<file path="src/rtl/sdf_stage_ctrl_if.sv">
// Handshake and control bundle for one R2SDF FFT stage sequencer.
//   master : sample source / datapath side (drives in_valid, in_sof)
//   slave  : sdf_stage_ctrl (drives ready, mux selects, twiddle
//            address/enable, output markers and error pulses)
// Signals:
//   in_valid, in_sof      - input sample present / first sample of frame
//   in_ready              - stage accepts samples (low only while draining)
//   bf_sel, feed_zero     - butterfly/bypass select, delay-line zero feed
//   tw_en, tw_addr        - twiddle multiply enable and ROM address
//   out_valid, out_sof,
//   out_eof               - output qualifier and frame/drain markers
//   busy                  - sequencer not idle
//   err_gap, err_sof      - one-cycle framing error pulses
interface sdf_stage_ctrl_if #(
  parameter int TW_AW = 4
);
  logic             in_valid;
  logic             in_sof;
  logic             in_ready;
  logic             bf_sel;
  logic             feed_zero;
  logic             tw_en;
  logic [TW_AW-1:0] tw_addr;
  logic             out_valid;
  logic             out_sof;
  logic             out_eof;
  logic             busy;
  logic             err_gap;
  logic             err_sof;

  modport master (
    output in_valid, in_sof,
    input  in_ready, bf_sel, feed_zero, tw_en, tw_addr,
           out_valid, out_sof, out_eof, busy, err_gap, err_sof
  );

  modport slave (
    input  in_valid, in_sof,
    output in_ready, bf_sel, feed_zero, tw_en, tw_addr,
           out_valid, out_sof, out_eof, busy, err_gap, err_sof
  );
endinterface

</file>
<file path="src/rtl/sdf_stage_ctrl.sv">
// Sequencer for one radix-2 single-path delay-feedback (DIF) FFT stage
// built around a DELAY-deep delay line that shifts every clock.
// Tracks the sample index within a frame, drives the butterfly/bypass and
// zero-feed muxes plus the twiddle ROM, marks output valid/sof/eof, drains
// the delay line after the last frame and flags framing errors.
// Ports:
//   clk  - clock, rising edge
//   rst  - synchronous active-low reset
//   bus  - sdf_stage_ctrl_if slave modport (handshake and control outputs)
module sdf_stage_ctrl #(
  parameter int DELAY   = 4,
  parameter int N       = 16,
  parameter int TW_AW   = 4,
  parameter int TW_STEP = 2
) (
  input  logic           clk,
  input  logic           rst,
  sdf_stage_ctrl_if.slave bus
);

  localparam int LOG2D = $clog2(DELAY);
  localparam int LOG2N = $clog2(N);
  localparam int PW    = TW_AW + LOG2D;

  typedef enum logic [1:0] {
    IDLE  = 2'd0,
    RUN   = 2'd1,
    DRAIN = 2'd2
  } state_t;

  state_t           state_q, state_d;
  logic [LOG2N-1:0] cnt_q, cnt_d;
  logic [LOG2D-1:0] drn_q, drn_d;
  logic             have_prev_q, have_prev_d;
  logic             err_gap_q, err_gap_d;
  logic             err_sof_q, err_sof_d;

  logic             ph;
  logic [LOG2D-1:0] k;
  logic             accept;
  logic [LOG2D-1:0] tw_idx;

  assign ph = cnt_q[LOG2D];
  assign k  = cnt_q[LOG2D-1:0];

  always_ff @(posedge clk) begin
    if (!rst) begin
      state_q     <= IDLE;
      cnt_q       <= '0;
      drn_q       <= '0;
      have_prev_q <= 1'b0;
      err_gap_q   <= 1'b0;
      err_sof_q   <= 1'b0;
    end else begin
      state_q     <= state_d;
      cnt_q       <= cnt_d;
      drn_q       <= drn_d;
      have_prev_q <= have_prev_d;
      err_gap_q   <= err_gap_d;
      err_sof_q   <= err_sof_d;
    end
  end

  always_comb begin
    state_d       = state_q;
    cnt_d         = cnt_q;
    drn_d         = drn_q;
    have_prev_d   = have_prev_q;
    err_gap_d     = 1'b0;
    err_sof_d     = 1'b0;
    accept        = 1'b0;
    tw_idx        = '0;

    bus.in_ready  = 1'b1;
    bus.bf_sel    = 1'b0;
    bus.feed_zero = 1'b1;
    bus.tw_en     = 1'b0;
    bus.out_valid = 1'b0;
    bus.out_sof   = 1'b0;
    bus.out_eof   = 1'b0;
    bus.busy      = (state_q != IDLE);

    unique case (state_q)
      IDLE: begin
        if (bus.in_valid) begin
          if (bus.in_sof) begin
            accept  = 1'b1;
            state_d = RUN;
          end else begin
            err_sof_d = 1'b1;
          end
        end
      end

      RUN: begin
        if (cnt_q != '0) begin
          if (bus.in_valid) begin
            accept    = 1'b1;
            err_sof_d = bus.in_sof;
          end else begin
            err_gap_d   = 1'b1;
            state_d     = IDLE;
            cnt_d       = '0;
            have_prev_d = 1'b0;
          end
        end else if (bus.in_valid && bus.in_sof) begin
          accept = 1'b1;
        end else begin
          // Frame boundary without a follow-on frame: this cycle already
          // presents drain slot 0 so the output stream stays contiguous;
          // the DRAIN state then covers slots 1..DELAY-1.
          err_sof_d     = bus.in_valid;
          state_d       = DRAIN;
          drn_d         = LOG2D'(1);
          bus.in_ready  = 1'b0;
          bus.tw_en     = 1'b1;
          bus.out_valid = 1'b1;
        end
      end

      DRAIN: begin
        bus.in_ready  = 1'b0;
        bus.tw_en     = 1'b1;
        bus.out_valid = 1'b1;
        tw_idx        = drn_q;
        if (drn_q == LOG2D'(DELAY - 1)) begin
          bus.out_eof = 1'b1;
          state_d     = IDLE;
          drn_d       = '0;
          have_prev_d = 1'b0;
        end else begin
          drn_d = drn_q + LOG2D'(1);
        end
      end

      default: begin
        state_d = IDLE;
      end
    endcase

    if (accept) begin
      cnt_d         = cnt_q + LOG2N'(1);
      bus.feed_zero = 1'b0;
      bus.bf_sel    = ph;
      bus.tw_en     = !ph && have_prev_q;
      tw_idx        = (!ph && have_prev_q) ? k : '0;
      bus.out_valid = ph || have_prev_q;
      bus.out_sof   = (cnt_q == LOG2N'(DELAY));
      if (ph) begin
        have_prev_d = 1'b1;
      end
    end

    bus.tw_addr = TW_AW'(PW'(tw_idx) * PW'(TW_STEP));
  end

  assign bus.err_gap = err_gap_q;
  assign bus.err_sof = err_sof_q;

endmodule

</file>
<file path="src/flat_wrapper.sv">
// flat-port wrapper written by rule: the top's interface ports become plain ports
module sdf_stage_ctrl_flat 
#(
  parameter int DELAY   = 4,
  parameter int N       = 16,
  parameter int TW_AW   = 4,
  parameter int TW_STEP = 2
)
  (clk, rst, bus_in_valid, bus_in_sof, bus_in_ready, bus_bf_sel, bus_feed_zero, bus_tw_en, bus_tw_addr, bus_out_valid, bus_out_sof, bus_out_eof, bus_busy, bus_err_gap, bus_err_sof);
  sdf_stage_ctrl_if #(.TW_AW(TW_AW)) bus_i ();
  input  logic clk;
  input  logic rst;
  input wire logic [$bits(bus_i.in_valid)-1:0] bus_in_valid;
  input wire logic [$bits(bus_i.in_sof)-1:0] bus_in_sof;
  output wire logic [$bits(bus_i.in_ready)-1:0] bus_in_ready;
  output wire logic [$bits(bus_i.bf_sel)-1:0] bus_bf_sel;
  output wire logic [$bits(bus_i.feed_zero)-1:0] bus_feed_zero;
  output wire logic [$bits(bus_i.tw_en)-1:0] bus_tw_en;
  output wire logic [$bits(bus_i.tw_addr)-1:0] bus_tw_addr;
  output wire logic [$bits(bus_i.out_valid)-1:0] bus_out_valid;
  output wire logic [$bits(bus_i.out_sof)-1:0] bus_out_sof;
  output wire logic [$bits(bus_i.out_eof)-1:0] bus_out_eof;
  output wire logic [$bits(bus_i.busy)-1:0] bus_busy;
  output wire logic [$bits(bus_i.err_gap)-1:0] bus_err_gap;
  output wire logic [$bits(bus_i.err_sof)-1:0] bus_err_sof;
  assign bus_i.in_valid = bus_in_valid;
  assign bus_i.in_sof = bus_in_sof;
  assign bus_in_ready = bus_i.in_ready;
  assign bus_bf_sel = bus_i.bf_sel;
  assign bus_feed_zero = bus_i.feed_zero;
  assign bus_tw_en = bus_i.tw_en;
  assign bus_tw_addr = bus_i.tw_addr;
  assign bus_out_valid = bus_i.out_valid;
  assign bus_out_sof = bus_i.out_sof;
  assign bus_out_eof = bus_i.out_eof;
  assign bus_busy = bus_i.busy;
  assign bus_err_gap = bus_i.err_gap;
  assign bus_err_sof = bus_i.err_sof;
  sdf_stage_ctrl #(.DELAY(DELAY), .N(N), .TW_AW(TW_AW), .TW_STEP(TW_STEP)) u_core (.clk(clk), .rst(rst), .bus(bus_i));
endmodule
</file>
<file path="config.mk">
export PLATFORM = sky130hd
export DESIGN_NAME = sdf_stage_ctrl_flat
export DESIGN_NICKNAME = d
export VERILOG_FILES = /design/src/rtl/sdf_stage_ctrl_if.sv /design/src/rtl/sdf_stage_ctrl.sv /design/src/flat_wrapper.sv
export SDC_FILE = /design/constraint.sdc
export NUM_CORES = 1
export LEC_CHECK = 0
export CORE_MARGIN = 1.5
export CORE_UTILIZATION = 43
export CTS_CLUSTER_SIZE = 25
export DETAILED_ROUTE_END_ITERATION = 8
export PLACE_DENSITY = 0.73
export SYNTH_ARGS = -nofsm -noshare
export SYNTH_HDL_FRONTEND = slang
export SYNTH_SLANG_ARGS = --single-unit
</file>
<file path="constraint.sdc">
create_clock -name clk -period 1.7 [get_ports clk]
set_clock_uncertainty 0.2 [all_clocks]
set_input_delay 0.17 -clock clk [delete_from_list [all_inputs] [get_ports clk]]
set_output_delay 0.17 -clock clk [all_outputs]
set_load 0.05 [all_outputs]
</file>
==> metrics.yaml <==
status:
  outcome: "complete, but fails checks"
  violations: "negative setup slack"
clocking:
  clock_latency_ns: 0.27
  clkSinkCount: 11
  clk_pin_slew_ns: 0.08
  cts_tree: "yes"
  htreeDepth: 1
  clockBufferDepth: 2
  cts_buffers: 3
  root_buffer: "clkbuf_4"
placement:
  gp_congestion: 0.778
  placed_area_um2: 1260
  place_ws_ns: -0.337
  dp.final_hpwl_mm: 1.50
  dp.cells: 162
  io_buffers: 15
min_path:
  min_from: "u_core.drn_q[1]$_SDFFE_PN0P_"
  hold_end: "u_core.drn_q[1]$_SDFFE_PN0P_"
  hp-class: "register to register"
  hold_path_depth: 2
drt:
  drc: 0
  wl_mm: 3.03
  first_iter_violations: 43
  viasPerCell: 5.67
  ant_nets: 0
  post_drt_wl_per_cell_um: 17.3
  first_pass_iters: 4
  vias: 993
logic_synthesis:
  yosysSeqAreaShare: 0.286
  synth_cell_type_count: 30
  syn_area_um2: 771
  yosys_warnings: 0
  synth-seq-cells: 11
  netlist_instances: 102
  synth.avg_cell_area_um2: 7.56
floorplan:
  core_um2: 1710
  die_area_um2: 2060
  start_util: 0.451
  die_h_um: 45.3
  die_w_um: 45.3
  row_count: 15
  io_pins: 18
sta:
  fmax_mhz: 463
  setup_slack_ns: -0.460
  tightest_slew_ns: 0.498
  min_period_over_period: 1.27
  rsz0062_at_grt: "true"
  drv_slew: 0
  holdWs_ns: 0.316
  timing.slew.headroom: 0.667
  setup_viol: 16
  hold_violations: 0
  min_period_ns: 2.16
worst_setup_path:
  r2r_setup_slack_ns: -0.13
  max_stage_delay_ns: 0.34
  cp-start-kind: "register"
  path_class: "register to primary output"
  crit_fanout: 5
  crit_required_ns: 1.33
  arrival_ns: 1.79
  cp_top_family: "compound AO/OA/AOI/OAI gates"
  r2r_start: "u_core.cnt_q[0]$_SDFFE_PN0P_"
  path_buf_inv: 3
  cp.depth: 8
  r2r_cells: 7
  rr_endpoint: "u_core.state_q[1]$_SDFFE_PN0P_"
  worstPathCellList: "inv_2 -> ha_4 -> o211ai_1 -> o21ai_4 -> buf_6 -> o21ai_0 -> nand2_2 -> buf_8"
  cp-end-kind: "primary output"
  slowest_stage: "dfxtp_2"
power_and_ir_drop:
  peakVddDrop_uv: 1320
  powerDensity_nw_per_um2: 1280
  p_leak_nw: 0.630
global_routing:
  antenna_found_initial: 0
  grt_pass1_wl_mm: 3.71
  grtUsageTotal: 0.253
  grt_pass1_vias: 850
  grt_max_degree: 16
  grt.overflow.total: 0
finish:
  diodes: 0
  finalNonFillerCells: 175
  num-fill-cells: 70
  layout-drive-gt1-share: 0.573
  fin_area_um2: 1530
  final_common_cell: "buf_4"
  final_cell_mix: "buf_4, nand2_1, buf_6"
  fin_util: 0.898
  syn_to_final_growth_pct: 99.0
  fin_nets: 161
job:
  maxCapViolations: 0
==> where the power goes <==
part / switching [mW] / internal [mW]
sequential: 0.0396 / 0.310
combinational: 0.725 / 0.699
clock: 0.0979 / 0.0907
==> registers in the layout (all words and copies together), names as in the netlist <==
signal,count
u_core.cnt_q,4
u_core.have_prev_q,1
u_core.state_q,2
u_core.bus.err_gap,1
u_core.drn_q,2
u_core.bus.err_sof,1
==> cells in the mapped netlist (all sizes together) <==
| cell type | number | area (um2) |
|---|---|---|
| a211o | 1 | 8.76 |
| a211oi | 1 | 7.51 |
| a21boi | 1 | 7.51 |
| a21oi | 3 | 15.0 |
| a31oi | 2 | 12.5 |
| a32o | 2 | 20.0 |
| and2 | 1 | 6.26 |
| and3 | 1 | 6.26 |
| buf | 3 | 26.3 |
| clkbuf | 4 | 15.0 |
| conb | 1 | 3.75 |
| dfxtp | 11 | 220 |
| ha | 6 | 75.1 |
| inv | 10 | 37.5 |
| mux2i | 2 | 20.0 |
| nand2 | 16 | 60.1 |
| nand3 | 8 | 40.0 |
| nand4 | 1 | 6.26 |
| nand4b | 1 | 8.76 |
| nor2b | 4 | 25.0 |
| nor3 | 1 | 5.00 |
| nor3b | 3 | 33.8 |
| o211ai | 2 | 15.0 |
| o21a | 1 | 7.51 |
| o21ai | 14 | 73.8 |
| o22ai | 1 | 6.26 |
| o31ai | 1 | 7.51 |
==> worst max path at each step <==
stage / startpoint / end / slack, ns
6_report: u_core.state_q[1]$_SDFFE_PN0P_ / bus_out_valid / -0.46
5_1_grt: u_core.state_q[1]$_SDFFE_PN0P_ / bus_out_valid / -0.53
4_1_cts: u_core.cnt_q[0]$_SDFFE_PN0P_ / bus_out_valid / -0.41
3_5_place_dp: bus_in_valid / bus_out_valid / -0.34
3_3_place_gp: bus_in_valid / bus_out_valid / -0.29
2_1_floorplan: u_core.state_q[1]$_SDFFE_PN0P_ / bus_out_valid / -0.47
==> worst min-delay path, cell delays in order (launching register included) <==
cell and delay (ns):
dfxtp_1 0.34, nand3_1 0.08, o21ai_1 0.06
==> per-stage QoR <==
stage | power (mW) | TNS [ns]
after floorplan | 0.964 | -2.43
after detailed placement | 1.41 | -3.29
after CTS | 1.79 | -2.87
after global placement | 1.39 | -2.60
after global routing | 2.02 | -4.29
final | 1.96 | -3.32
==> cell type report <==
| type | count | area (um2) | area share |
|---|---|---|---|
| sequential | 11 | 230 | 0.150 |
| timing repair buffer | 50 | 523 | 0.341 |
| multi-input combinational | 75 | 671 | 0.437 |
| tap | 25 | 31.3 | 0.0204 |
| clock buffer | 4 | 26.3 | 0.0171 |
| inverter | 10 | 52.6 | 0.0343 |
==> metal layers <==
metal,part of all wire,vias up,global-route usage
met5,0,-,0
met4,0.029,0,0.0941
met3,0.052,12,0.0680
met2,0.51,57,0.409
met1,0.41,470,0.321
li1,-,454,-
==> logic make-up after synthesis <==
logic type / count (synthesis) / synth area share
adder cells (fa/ha/maj): 6 / 0.0974
buffers and inverters: 17 / 0.102
AND/OR/NAND/NOR: 36 / 0.248
multiplexers: 2 / 0.0260
flip-flops: 11 / 0.286
other: 1 / 0.00487
AO/OA/AOI/OAI: 29 / 0.235
==> what timing repair did <==
action / CTS / global route
hold buffers: 0 / 0
setup endpoints to repair: 15 / 19
resized for setup: 28 / 23
pin swaps: 8 / 11
endpoints found under the hold margin: 0 / 0
buffers inserted: 9 / 6
(Power assumes the default switching activity.)
